File: src/rtl/mem_access_unit.sv
// Request sequencer in front of an 8-bit data memory. It splits byte or
// 16-bit little-endian loads and stores into one or two single-byte accesses.
module mem_access_unit #(
    parameter int AW = 8
) (
    input  logic          clk,
    input  logic          reset_n,
    input  logic          ReqValid,
    output logic          ReqReady,
    input  logic          ReqWrite,
    input  logic          ReqWide,
    input  logic [AW-1:0] ReqAddr,
    input  logic [15:0]   ReqData,
    output logic          RespValid,
    output logic [15:0]   RespData,
    output logic [AW-1:0] DataAddress,
    output logic          ReadMem,
    output logic          WriteMem,
    output logic [7:0]    DataIn,
    input  logic [7:0]    DataOut
);

    typedef enum logic [1:0] {S_IDLE, S_LO, S_HI, S_RESP} state_t;

    state_t        r_state, w_next;
    logic          r_write, r_wide;
    logic [AW-1:0] r_addr;
    logic [15:0]   r_data;
    logic [7:0]    r_lo, r_hi;
    logic          r_resp_valid;
    logic [15:0]   r_resp_data;
    logic          w_accept;

    assign w_accept  = ReqValid && (r_state == S_IDLE);
    assign RespValid = r_resp_valid;
    assign RespData  = r_resp_data;

    always_ff @(posedge clk or negedge reset_n) begin
        if (!reset_n) r_state <= S_IDLE;
        else          r_state <= w_next;
    end

    always_comb begin
        w_next = r_state;
        case (r_state)
            S_IDLE: if (w_accept) w_next = S_LO;
            S_LO:   w_next = r_wide ? S_HI : (r_write ? S_IDLE : S_RESP);
            S_HI:   w_next = r_write ? S_IDLE : S_RESP;
            S_RESP: w_next = S_IDLE;
            default: w_next = S_IDLE;
        endcase
    end

    // Memory-port drive depends only on state and registered request fields.
    always_comb begin
        ReqReady    = (r_state == S_IDLE);
        ReadMem     = 1'b0;
        WriteMem    = 1'b0;
        DataAddress = '0;
        DataIn      = 8'h00;
        case (r_state)
            S_LO: begin
                DataAddress = r_addr;
                WriteMem    = r_write;
                ReadMem     = !r_write;
                DataIn      = r_write ? r_data[7:0] : 8'h00;
            end
            S_HI: begin
                DataAddress = r_addr + AW'(1);
                WriteMem    = r_write;
                ReadMem     = !r_write;
                DataIn      = r_write ? r_data[15:8] : 8'h00;
            end
            default: ;
        endcase
    end

    // The response is registered on the edge that leaves RESP, so the
    // pulse lands in the first IDLE cycle and RespData holds until the next load.
    always_ff @(posedge clk or negedge reset_n) begin
        if (!reset_n) begin
            r_write      <= 1'b0;
            r_wide       <= 1'b0;
            r_addr       <= '0;
            r_data       <= 16'h0000;
            r_lo         <= 8'h00;
            r_hi         <= 8'h00;
            r_resp_valid <= 1'b0;
            r_resp_data  <= 16'h0000;
        end else begin
            if (w_accept) begin
                r_write <= ReqWrite;
                r_wide  <= ReqWide;
                r_addr  <= ReqAddr;
                r_data  <= ReqData;
                r_lo    <= 8'h00;
                r_hi    <= 8'h00;
            end
            if (r_state == S_LO && !r_write) r_lo <= DataOut;
            if (r_state == S_HI && !r_write) r_hi <= DataOut;
            r_resp_valid <= (r_state == S_RESP);
            if (r_state == S_RESP) r_resp_data <= {r_hi, r_lo};
        end
    end

endmodule

File: config.mk
export PLATFORM = sky130hd
export DESIGN_NAME = mem_access_unit
export DESIGN_NICKNAME = d
export VERILOG_FILES = /design/src/rtl/mem_access_unit.sv
export SDC_FILE = /design/constraint.sdc
export NUM_CORES = 1
export LEC_CHECK = 0
export CORE_ASPECT_RATIO = 1.25
export CORE_MARGIN = 2
export CORE_UTILIZATION = 52
export DETAILED_ROUTE_END_ITERATION = 16
export GPL_ROUTABILITY_DRIVEN = 0
export PLACE_DENSITY = 0.87
export SYNTH_ARGS = -nofsm -noshare
export SYNTH_HDL_FRONTEND = slang
export SYNTH_SLANG_ARGS = --single-unit
export TNS_END_PERCENT = 5
File: constraint.sdc
create_clock -name clk -period 3.4 [get_ports clk]
set_input_delay 0.34 -clock clk [delete_from_list [all_inputs] [get_ports clk]]
set_output_delay 0.34 -clock clk [all_outputs]
set_load 0.02 [all_outputs]
## Yosys cells after proc, flatten, opt, wreduce, memory -nomap -nowiden

Index checks and enable logic that the tools add are counted.

| operators by class | value |
|---|---|
| reduce and logical (&&, ||, !) cells | 8 |
| eq/ne operators | 4 |
| add/sub/neg operators | 1 |
| mux-type cells | 13 |

Operator list:

| operator | number |
|---|---|
| 8-bit 2-to-1 mux | 5 |
| 8-bit one-hot mux with 2 select lines | 2 |
| 8-bit by 1-bit adder with 8-bit output, second input constant | 1 |
| 2-bit one-hot mux with 4 select lines | 1 |
| 2-bit 2-to-1 mux | 3 |
| 2-bit equality test, second input constant | 2 |
| 2-bit nonzero test | 2 |
| 1-bit logical AND | 3 |
| 2-bit by 1-bit equality test with 1-bit output, second input constant | 1 |
| 2-bit zero test | 1 |
| 1-bit 2-to-1 mux | 2 |
| 2-bit by 1-bit != test with 1-bit output, second input constant | 1 |
| 2-bit OR reduction | 1 |
| 1-bit zero test | 1 |

| word-level totals | value |
|---|---|
| output and inout bits | 36 |
| logic and storage cells | 35 |
| input bits | 37 |
| flip-flop bits (word level) | 61 |

## Longest topological paths before layout

| depth | value |
|---|---|
| depth in word-level cells | 4 |
| depth in mapped cells | 7 |
| mapped depth without buffers | 5 |

## Worst setup path after synthesis

OpenSTA, ideal clock, no wires.

| path | value |
|---|---|
| kind | register to output |
| start point | register r_state[0] |
| end point | output DataAddress[5] |
| arrival | 1.709 ns |
| setup slack | 1.351 ns |
| cell stages (with the launch flop) | 7 |
| buffers on the path | 1 |
| path through | dfrtp_1 -> inv_1 -> ha_1 -> buf_4 -> inv_1 -> or4_1 -> a31oi_1 |

| on the way | value |
|---|---|
| word-level cells in the longest chain between the ends | 2 |
| elaborated cells on any way between the ends | 3 |

Ends and longest elaborated chain:

| item | RTL line | text |
|---|---|---|
| start, declared | 25 | `state_t r_state, w_next;` |
| start signal, assigned | 40 | `else r_state <= w_next;` |
| 2-bit equality test or 2-bit by 1-bit equality test with 1-bit output (tied branches) | 61 | `case (r_state)` |
| 8-bit one-hot mux with 2 select lines (*) | 61 |  |
| end, declared | 16 | `output logic [AW-1:0] DataAddress,` |

Every way passes the cells marked *; elsewhere a longest branch is shown, timed or not.

## Worst setup path after layout

| path | value |
|---|---|
| start point | register r_state[0] |
| end point | output DataAddress[6] |

The elaborated chain is that of the path after synthesis.

==> flow_summary.ini <==
[synth]
yosys-top-cells-count = dfrtp_1, mux2_2, a22o_1, mux2_1, nor2_1
synth_edf_count = 0
ys_types = 35
synth-warning-count = 0
seq_area_frac_synth_pct = 55.3
netlist_top_cells_area = dfrtp_1, mux2_2, a22o_1
synth.largest_area_cell = dfrtp_1
syn_area_per_cell_um2 = 13.5
synth_top_area_share_pct = 55.3
synth_area_um2 = 2760
synth_top_flop_cell = dfrtp_1
synth_cells = 205
ys_ff_latch = 61
synth_nets = 248
yosys.cell_count.top_type = dfrtp_1
synthArstFlopShare_pct = 100

[timing]
finClkSkew_ns = 0.00496
min_period_over_period_pct = 87.9
fin_tns_setup_ns = 0
hold_ws_ns = 0.121
rsz0062_at_grt = false
slew_headroom_pct = 40.4
tightest_slew_ns = 0.894
setup_ws_ns = 0.413
drv_slew = 0
setup_viol = 0
final_hold_viol_count = 0
min_period_ns = 2.99
fmax_mhz = 335

[cells_and_area]
fin_nets = 323
antenna_cells = 0
final_core_util_pct = 73.0
finalNonFillerCells = 347
drive_gt1_share_pct = 19.6
nFillCells = 347
syn_to_final_growth_pct = 34.3
design_area_um2 = 3710

[clock_network]
ctsLongestPathBuffers = 2
ctsHoldBuffers = 0
cts_made_buffers = 9
cts-root-buf = clkbuf_8
cts_resized = 0
h-tree-depth = 3
path_clk_slew_ns = 0.07
cts_sinks = 61
clock_latency_ns = 0.34
cts_setup_buffers = 0
cts_tree = yes

[critical_path]
startpoint_type = register
crit_type = register to output pin
r2r_slack_ns = 1.45
worst_path_max_delay_cell = clkdlybuf4s50_1
max_stage_delay_ns = 0.62
r2r_cells = 6
endpoint = DataAddress[6]
cp_num_buf_inv = 3
r2r-start = r_state[1]
critPathArrivalTime_ns = 2.65
critPathMaxFanout = 13
reg2reg_to = r_lo[7]
crit_family = buffers and inverters
cp.depth = 7
crit_path_start = r_state[0]
cp.required_ns = 3.06
path_cells = inv_1 -> ha_1 -> buf_4 -> nand4_1 -> or3_1 -> a31oi_1 -> clkdlybuf4s50_1
critPathCaptureType = output pin

[run_status]
outcome = complete, no violations

[floorplanning]
die_x_um = 69.2
start_util_pct = 54.3
die_y_um = 85.4
rows = 29
coreArea_um2 = 5080
die-area_um2 = 5910
io_pins = 73

[power_and_ir_drop]
ir_worst_vdd_uv = 569
p_total_mw = 3.72
power.leakage_nw = 1.63
power.density_nw_per_um2 = 1000

[drt]
ant_nets = 0
vias = 1959
viasPerCell = 5.65
drc_errors = 0
routed_wirelength_um = 5870
post_drt_wl_per_cell_um = 16.9
firstDrtPassIters = 4
dr.first_iter.drc_count = 176

[placement]
placed_cells = 331
io_buffers = 72
pre_cts_ws_ns = 0.798
place_area_um2 = 3480
dpl.hpwl_um = 4170

[job]
drv_cap = 0

[global_routing]
grt_pass1_vias = 2101
overflow = 0
grt_usage_pct = 21.8
antenna_found_initial = 0
grt_pass1_wl_um = 9960
grt_max_degree = 43

[min_path]
worstHoldPathType = input port to asynchronous set/reset pin
worst min path at each step:
| stage | startpoint | to | slack, ns | cells past startpoint |
|---|---|---|---|---|
| 2_1_floorplan | reset_n | RespData[0] | 0.04 | 0 |
| 3_3_place_gp | r_data[8] | r_data[8] | 0.47 | 1 |
| 3_5_place_dp | r_lo[2] | r_lo[2] | 0.48 | 1 |
| 4_1_cts | reset_n | r_addr[0] | 0.14 | 1 |
| 5_1_grt | reset_n | r_lo[3] | 0.18 | 1 |
| 6_report | reset_n | r_addr[0] | 0.12 | 1 |
final cells by class:
type                    count  area (um^2)  share of cell area [%]
inverters                   7         26.3                   0.709
clock inverters             7         98.8                    2.67
flip-flops and latches     61         1530                    41.2
repair buffers             75          738                    19.9
multi-input cells         126         1110                    30.1
well taps                  62         77.6                    2.09
clock buffers               9          124                    3.34
routing by layer:
metal  routed length (um)  track usage (%)  share of wire (%)  vias to the layer above
met1                 2360             27.0                 40                      954
met4                  123             10.5                2.1                        0
met2                 2910             34.6                 50                       94
met3                  479             7.01                8.2                       15
li1                     -                -                  -                      896
met5                    0                0                  0                        -
cell usage in the layout (no fill, tap or decap), drive strengths merged, types with 4 or more instances in the layout:
cell type / synthesis / layout
inv: 7 / 8
dfrtp: 61 / 61
nand2: 9 / 9
a21oi: 5 / 5
clkbuf: 0 / 9
buf: 11 / 4
mux2: 42 / 42
a22oi: 10 / 10
nor2: 11 / 11
ha: 6 / 6
nand3: 5 / 5
clkdlybuf4s50: 0 / 71
a22o: 16 / 16
where the power goes:
group          internal (mW)  leakage [nW]  switching, mW
clock network          0.416         0.110          0.297
logic                  0.864         0.756          0.834
registers               1.06         0.765          0.244
registers in the layout, indices dropped and copies added (netlist names):
register and flops:
r_wide 1, RespValid 1, r_addr 8, r_hi 8, r_write 1, r_data 16
r_state 2, RespData 16, r_lo 8
logic make-up after synthesis:
| kind of cell | share of synthesized area, % |
|---|---|
| flip-flops | 55.3 |
| adder cells (fa/ha/maj) | 2.72 |
| buffers and inverters | 4.26 |
| multiplexers | 18.2 |
| XOR/XNOR | 0.318 |
| AO/OA/AOI/OAI | 12.8 |
| AND/OR/NAND/NOR | 6.35 |
worst reg2reg max path: stages, from the launching register on:
cell,delay [ns]
dfrtp_1,0.41
inv_1,0.12
ha_1,0.58
nor2b_1,0.21
buf_4,0.21
a21oi_4,0.09
a22o_1,0.22
Note: power is estimated with default switching activity, not from simulation.
